==> src/rtl/aes_pkg.sv <==
// Shared AES constants and types: forward S-box, round constants, and
// optionally the inverse S-box (enabled by the AES_S_BOX_INV_EN macro).
// Table rows are 16 bytes; element 0 is the leftmost byte of row 0.
package aes_pkg;

   typedef logic [7:0]  byte_t;
   typedef logic [31:0] word_t;

   // FIPS-197 forward substitution table, indexed by {row=b[7:4], col=b[3:0]}
   localparam logic [0:255][7:0] SBOX = {
      128'h637c777bf26b6fc53001672bfed7ab76,
      128'hca82c97dfa5947f0add4a2af9ca472c0,
      128'hb7fd9326363ff7cc34a5e5f171d83115,
      128'h04c723c31896059a071280e2eb27b275,
      128'h09832c1a1b6e5aa0523bd6b329e32f84,
      128'h53d100ed20fcb15b6acbbe394a4c58cf,
      128'hd0efaafb434d338545f9027f503c9fa8,
      128'h51a3408f929d38f5bcb6da2110fff3d2,
      128'hcd0c13ec5f974417c4a77e3d645d1973,
      128'h60814fdc222a908846eeb814de5e0bdb,
      128'he0323a0a4906245cc2d3ac629195e479,
      128'he7c8376d8dd54ea96c56f4ea657aae08,
      128'hba78252e1ca6b4c6e8dd741f4bbd8b8a,
      128'h703eb5664803f60e613557b986c11d9e,
      128'he1f8981169d98e949b1e87e9ce5528df,
      128'h8ca1890dbfe6426841992d0fb054bb16
   };

   // Key-expansion round constants (first byte of Rcon[i], i = 1..10)
   localparam byte_t RCON [0:9] = '{
      8'h01, 8'h02, 8'h04, 8'h08, 8'h10,
      8'h20, 8'h40, 8'h80, 8'h1b, 8'h36
   };

   // Forward byte substitution, usable anywhere without instantiating a block
   function automatic byte_t sub_byte(input byte_t b);
      return SBOX[b];
   endfunction

`ifdef AES_S_BOX_INV_EN
   // FIPS-197 inverse substitution table, same indexing as SBOX
   localparam logic [0:255][7:0] INV_SBOX = {
      128'h52096ad53036a538bf40a39e81f3d7fb,
      128'h7ce339829b2fff87348e4344c4dee9cb,
      128'h547b9432a6c2233dee4c950b42fac34e,
      128'h082ea16628d924b2765ba2496d8bd125,
      128'h72f8f66486689816d4a45ccc5d65b692,
      128'h6c704850fdedb9da5e154657a78d9d84,
      128'h90d8ab008cbcd30af7e45805b8b34506,
      128'hd02c1e8fca3f0f02c1afbd0301138a6b,
      128'h3a9111414f67dcea97f2cfcef0b4e673,
      128'h96ac7422e7ad3585e2f937e81c75df6e,
      128'h47f11a711d29c5896fb7620eaa18be1b,
      128'hfc563e4bc6d279209adbc0fe78cd5af4,
      128'h1fdda8338807c731b11210592780ec5f,
      128'h60517fa919b54a0d2de57a9f93c99cef,
      128'ha0e03b4dae2af5b0c8ebbb3c83539961,
      128'h172b047eba77d626e169146355210c7d
   };

   // Inverse byte substitution
   function automatic byte_t inv_sub_byte(input byte_t b);
      return INV_SBOX[b];
   endfunction
`endif

endpackage

==> src/rtl/aes_s_box.sv <==
// AES SubBytes for a single byte: a zero-latency combinational output for
// the key-expansion path and an optional one-cycle registered output with a
// valid flag (REG_OUT). Defining AES_S_BOX_INV_EN adds the inv port, which
// selects the inverse table for both outputs.
module aes_s_box
   import aes_pkg::*;
#(
   parameter int REG_OUT = 1
)(
   input  logic       clk,
   input  logic       rst,
   input  logic [7:0] in,
   input  logic       in_valid,
`ifdef AES_S_BOX_INV_EN
   input  logic       inv,
`endif
   output logic [7:0] out,
   output logic [7:0] out_q,
   output logic       out_valid
);

   byte_t sub_val;

   // Table lookup; independent of clk and rst so it is valid during reset
   always_comb begin
      sub_val = sub_byte(in);
`ifdef AES_S_BOX_INV_EN
      if (inv) begin
         sub_val = inv_sub_byte(in);
      end
`endif
   end

   assign out = sub_val;

   generate
      if (REG_OUT != 0) begin : g_reg
         byte_t q_r;
         logic  valid_r;

         // Capture stage: reset beats in_valid, data holds when no byte arrives
         always_ff @(posedge clk) begin
            if (rst) begin
               q_r     <= 8'h00;
               valid_r <= 1'b0;
            end else if (in_valid) begin
               q_r     <= sub_val;
               valid_r <= 1'b1;
            end else begin
               valid_r <= 1'b0;
            end
         end

         assign out_q     = q_r;
         assign out_valid = valid_r;
      end else begin : g_no_reg
         assign out_q     = 8'h00;
         assign out_valid = 1'b0;
      end
   endgenerate

endmodule

==> config.mk <==
export PLATFORM = sky130hd
export DESIGN_NAME = aes_s_box
export DESIGN_NICKNAME = d
export VERILOG_FILES = /design/src/rtl/aes_pkg.sv /design/src/rtl/aes_s_box.sv
export SDC_FILE = /design/constraint.sdc
export NUM_CORES = 1
export LEC_CHECK = 0
export BUFFER_PORTS_ARGS = -buffer_cell sky130_fd_sc_hd__buf_4
export CAP_MARGIN = 20
export CORE_ASPECT_RATIO = 0.5
export CORE_MARGIN = 5
export CORE_UTILIZATION = 25
export CTS_CLUSTER_SIZE = 40
export DETAILED_ROUTE_END_ITERATION = 16
export GPL_TIMING_DRIVEN = 0
export MAX_ROUTING_LAYER = met4
export SYNTH_ARGS = -nofsm -noshare
export SYNTH_HDL_FRONTEND = slang
export SYNTH_SLANG_ARGS = --single-unit
==> constraint.sdc <==
create_clock -name clk -period 4.2 [get_ports clk]
set_input_delay 0.42 -clock clk [delete_from_list [all_inputs] [get_ports clk]]
set_output_delay 0.42 -clock clk [all_outputs]
set_load 0.01 [all_outputs]
==> qor.csv <==
stage;metric;value;unit
outcome;status;finished, final reports clean;
hold_path;HP Start;out_q[2];
cts;CTS buffer count;3;
cts;CTS clock-pin slew for the worst setup and hold paths;0.04;ns
sta;Clock Skews;0;ns
global_routing;gr usage total;34.0;%
layout;post-route cell area;4430;um^2
layout;fraction of layout cells with a size suffix above 1;17.5;%
global_routing;vias in the first global route;5409;
power_and_ir_drop;PwrDens;207;nW/um^2
placement;DP Area;4310;um^2
die;core outline area;15300;um^2
critical_path;critical path class;in2out;
hold_path;Hold Path End;out_q[2];
placement;dpl ws;-0.702;ns
critical_path;Register-to-Register Setup Slack;3.39;ns
die;row count;32;
power_and_ir_drop;maximum vdd ir drop;0.127;mV
sta;Final setup viols;0;
run;max-cap violations;0;
hold_path;worst hold path stage count;2;
synthesis;Avg Cell Area, Syn;6.75;um^2
die;Initial Util;25.3;%
sta;Hold Fails Final Rpt;0;
placement;Post-DP HPWL;22.8;mm
critical_path;Max FO, Critical Path;18;
cts;Clk Latency, worst-skew pair;0.23;ns
sta;Worst Max-Slew Pin Slew;1.04;ns
critical_path;CP startpoint kind;input pin;
cts;CTS root buffer;clkbuf_16;
detailed_routing;post-route ant nets;0;
critical_path;required time of the worst setup path;3.78;ns
synthesis;Syn Nets;598;
critical_path;R2R depth;4;
layout;area added between synthesis and finish;14.8;%
power_and_ir_drop;Leakage;1.61;nW
layout;number of fill cells in the layout;1698;
global_routing;initial antenna violation count;1;
sta;Max-slew headroom;30.8;%
synthesis;top_reg_cell synth;dfxtp_1;
synthesis;post-synthesis cell type count;76;
detailed_routing;vias per std cell;7.14;
layout;Finished Core Util;29.1;%
placement;IO buf count;25;
die;die area;18200;um^2
global_routing;first-pass GRT wire length;42.9;mm
global_routing;largest net degree at the start of global routing;19;
detailed_routing;# DRC;0;
cts;clock buffer depth;2;
synthesis;EDFF count, synth;0;
detailed_routing;via count;5753;
global_routing;grt total ovfl;0;
synthesis;Synth Register Bits;9;
synthesis;mapped cell area;3860;um^2
placement;RePlAce Congestion;1.17;
synthesis;sequential fraction of the synthesis area;4.67;%
die;Die X-Extent;186;um
die;io pins;28;
critical_path;reg2reg start;out_q[7];
synthesis;Mapped Cells;572;
sta;final setup margin;0.0298;ns
detailed_routing;post-DR wirelength/cell;38.8;um
cts;H-tree depth;1;
hold_path;Hold Crit Class;reg2reg;
power_and_ir_drop;Final Power;0.919;mW
sta;minimum clock period;4.17;ns
sta;period utilization;99.3;%
critical_path;WP data arrival;3.75;ns
layout;Final nets;628;
cts;Clock Sinks;9;
detailed_routing;DR iter-0 viols;1199;
detailed_routing;WL final;31.3;mm
cts;TritonCTS clock tree;built;
synthesis;async set-reset flop share out of synthesis;0;%
detailed_routing;DR pass1 iterations;5;
sta;Max Slew Vio Count;0;
sta;f_max;240;MHz
die;die height;97.9;um
critical_path;critical path capture point type;output pin;
sta;RSZ-0062 raised after global routing;false;
synthesis;Synthesis Warnings;0;
critical_path;worst reg2reg path endpoint;out_q[7];
metrics by stage:
stage,setup TNS (ns),hold slack (ns),instances
after CTS,0,0.479,804
after global placement,-7.18,0.463,801
after floorplan,0,0.494,572
final,0,0.481,806
after global routing,0,0.487,806
after detailed placement,-4.71,0.470,802
cell usage after synthesis (15+ instances only):
master     n  area, um^2
nand2_1   44         165
nor2_1    40         150
a21oi_1   34         170
clkbuf_1  32         120
o21ai_0   31         155
nand2b_1  28         175
nor3_1    26         130
buf_2     25         125
nor2b_1   24         150
a211oi_1  20         150
o211ai_1  18         135
nand3_1   17        85.1
ha_1      15         188
how the worst max path moves through the flow:
| stage | startpoint | endpoint | slack [ns] | cells after the start |
|---|---|---|---|---|
| after detailed placement | in[0] | out[1] | -0.70 | 12 |
| after global placement | in[0] | out[1] | -0.96 | 12 |
| after floorplan | in[0] | out[6] | 0.97 | 9 |
| after global routing | in[1] | out[2] | 0.03 | 12 |
| after CTS | in[1] | out[6] | 0.02 | 11 |
| final | in[0] | out[0] | 0.03 | 12 |
report_power, final:
part | switching [mW] | leakage (nW) | internal [mW] | total [mW]
Clock | 0.0405 | 0.0382 | 0.127 | 0.167
Combinational | 0.455 | 1.50 | 0.200 | 0.655
Sequential | 0.00336 | 0.0746 | 0.0936 | 0.0969
Total | 0.499 | 1.61 | 0.421 | 0.919
layer usage:
metal / routed length, um / vias to the layer above / global-route usage, %
met3: 5510 / 158 / 17.2
li1: - / 2255 / -
met4: 1690 / 0 / 11.4
met2: 11100 / 566 / 42.9
met5: 0 / - / -
met1: 13000 / 2774 / 45.9
flip-flops by register name, summed over array words and instances, names as in the netlist:
| register | count |
|---|---|
| out_valid | 1 |
| out_q | 8 |
cell type report:
type,count,area (um^2),area share (%)
Multi-Input combinational cell,481,3320,74.9
Buffer,67,333,7.51
Tap cell,204,255,5.76
Timing Repair Buffer,27,210,4.74
Sequential cell,9,180,4.06
Clock buffer,4,78.8,1.78
Inverter,13,52.6,1.19
Antenna cell,1,2.50,0.0564
critical path, cell delays in order:
cell and delay, ns:
buf_4 0.14, buf_6 0.17, inv_1 0.36, ha_1 0.41, clkbuf_1 0.58, mux2i_1 0.15
mux4_2 0.57, a21oi_1 0.23, o31ai_1 0.10, o21ai_1 0.35, nor2_1 0.08, buf_4 0.16
cell usage in the layout (no fill, tap or decap), types with 9 or more instances in the layout:
cell,synthesis,layout
o21ai_0,31,30
buf_2,25,25
a21oi_1,34,34
a211oi_1,20,19
mux4_2,9,9
o211ai_1,18,18
nor2_1,40,38
ha_1,15,15
nor3_1,26,26
buf_4,6,31
nand2b_1,28,28
clkbuf_1,32,29
dfxtp_1,9,9
nand2_1,44,44
nand3_1,17,17
nor2b_1,24,23
inv_1,10,9
mux2i_1,10,10
a311oi_1,13,13
and3_1,9,9
nor4_1,11,11
cells by family after synthesis:
| group | count (synthesis) | share of synthesized area, % |
|---|---|---|
| and+or+nand+nor | 236 | 32.4 |
| AOI/OAI and AO/OA | 199 | 36.8 |
| DFF | 9 | 4.67 |
| xor gates and xnor gates | 3 | 0.681 |
| muxes | 28 | 10.6 |
| adders and majority gates | 15 | 4.86 |
| buffers and inverters | 82 | 9.95 |
what timing repair did:
action | CTS | global route
hold endpoints to repair | 0 | 0
cloned | 0 | 0
buffers inserted | 0 | 0
setup endpoints to repair | 10 | 4
gates resized for setup | 3 | 12
hold buffers | 0 | 0
No activity file was read; power rests on OpenSTA's default activity.
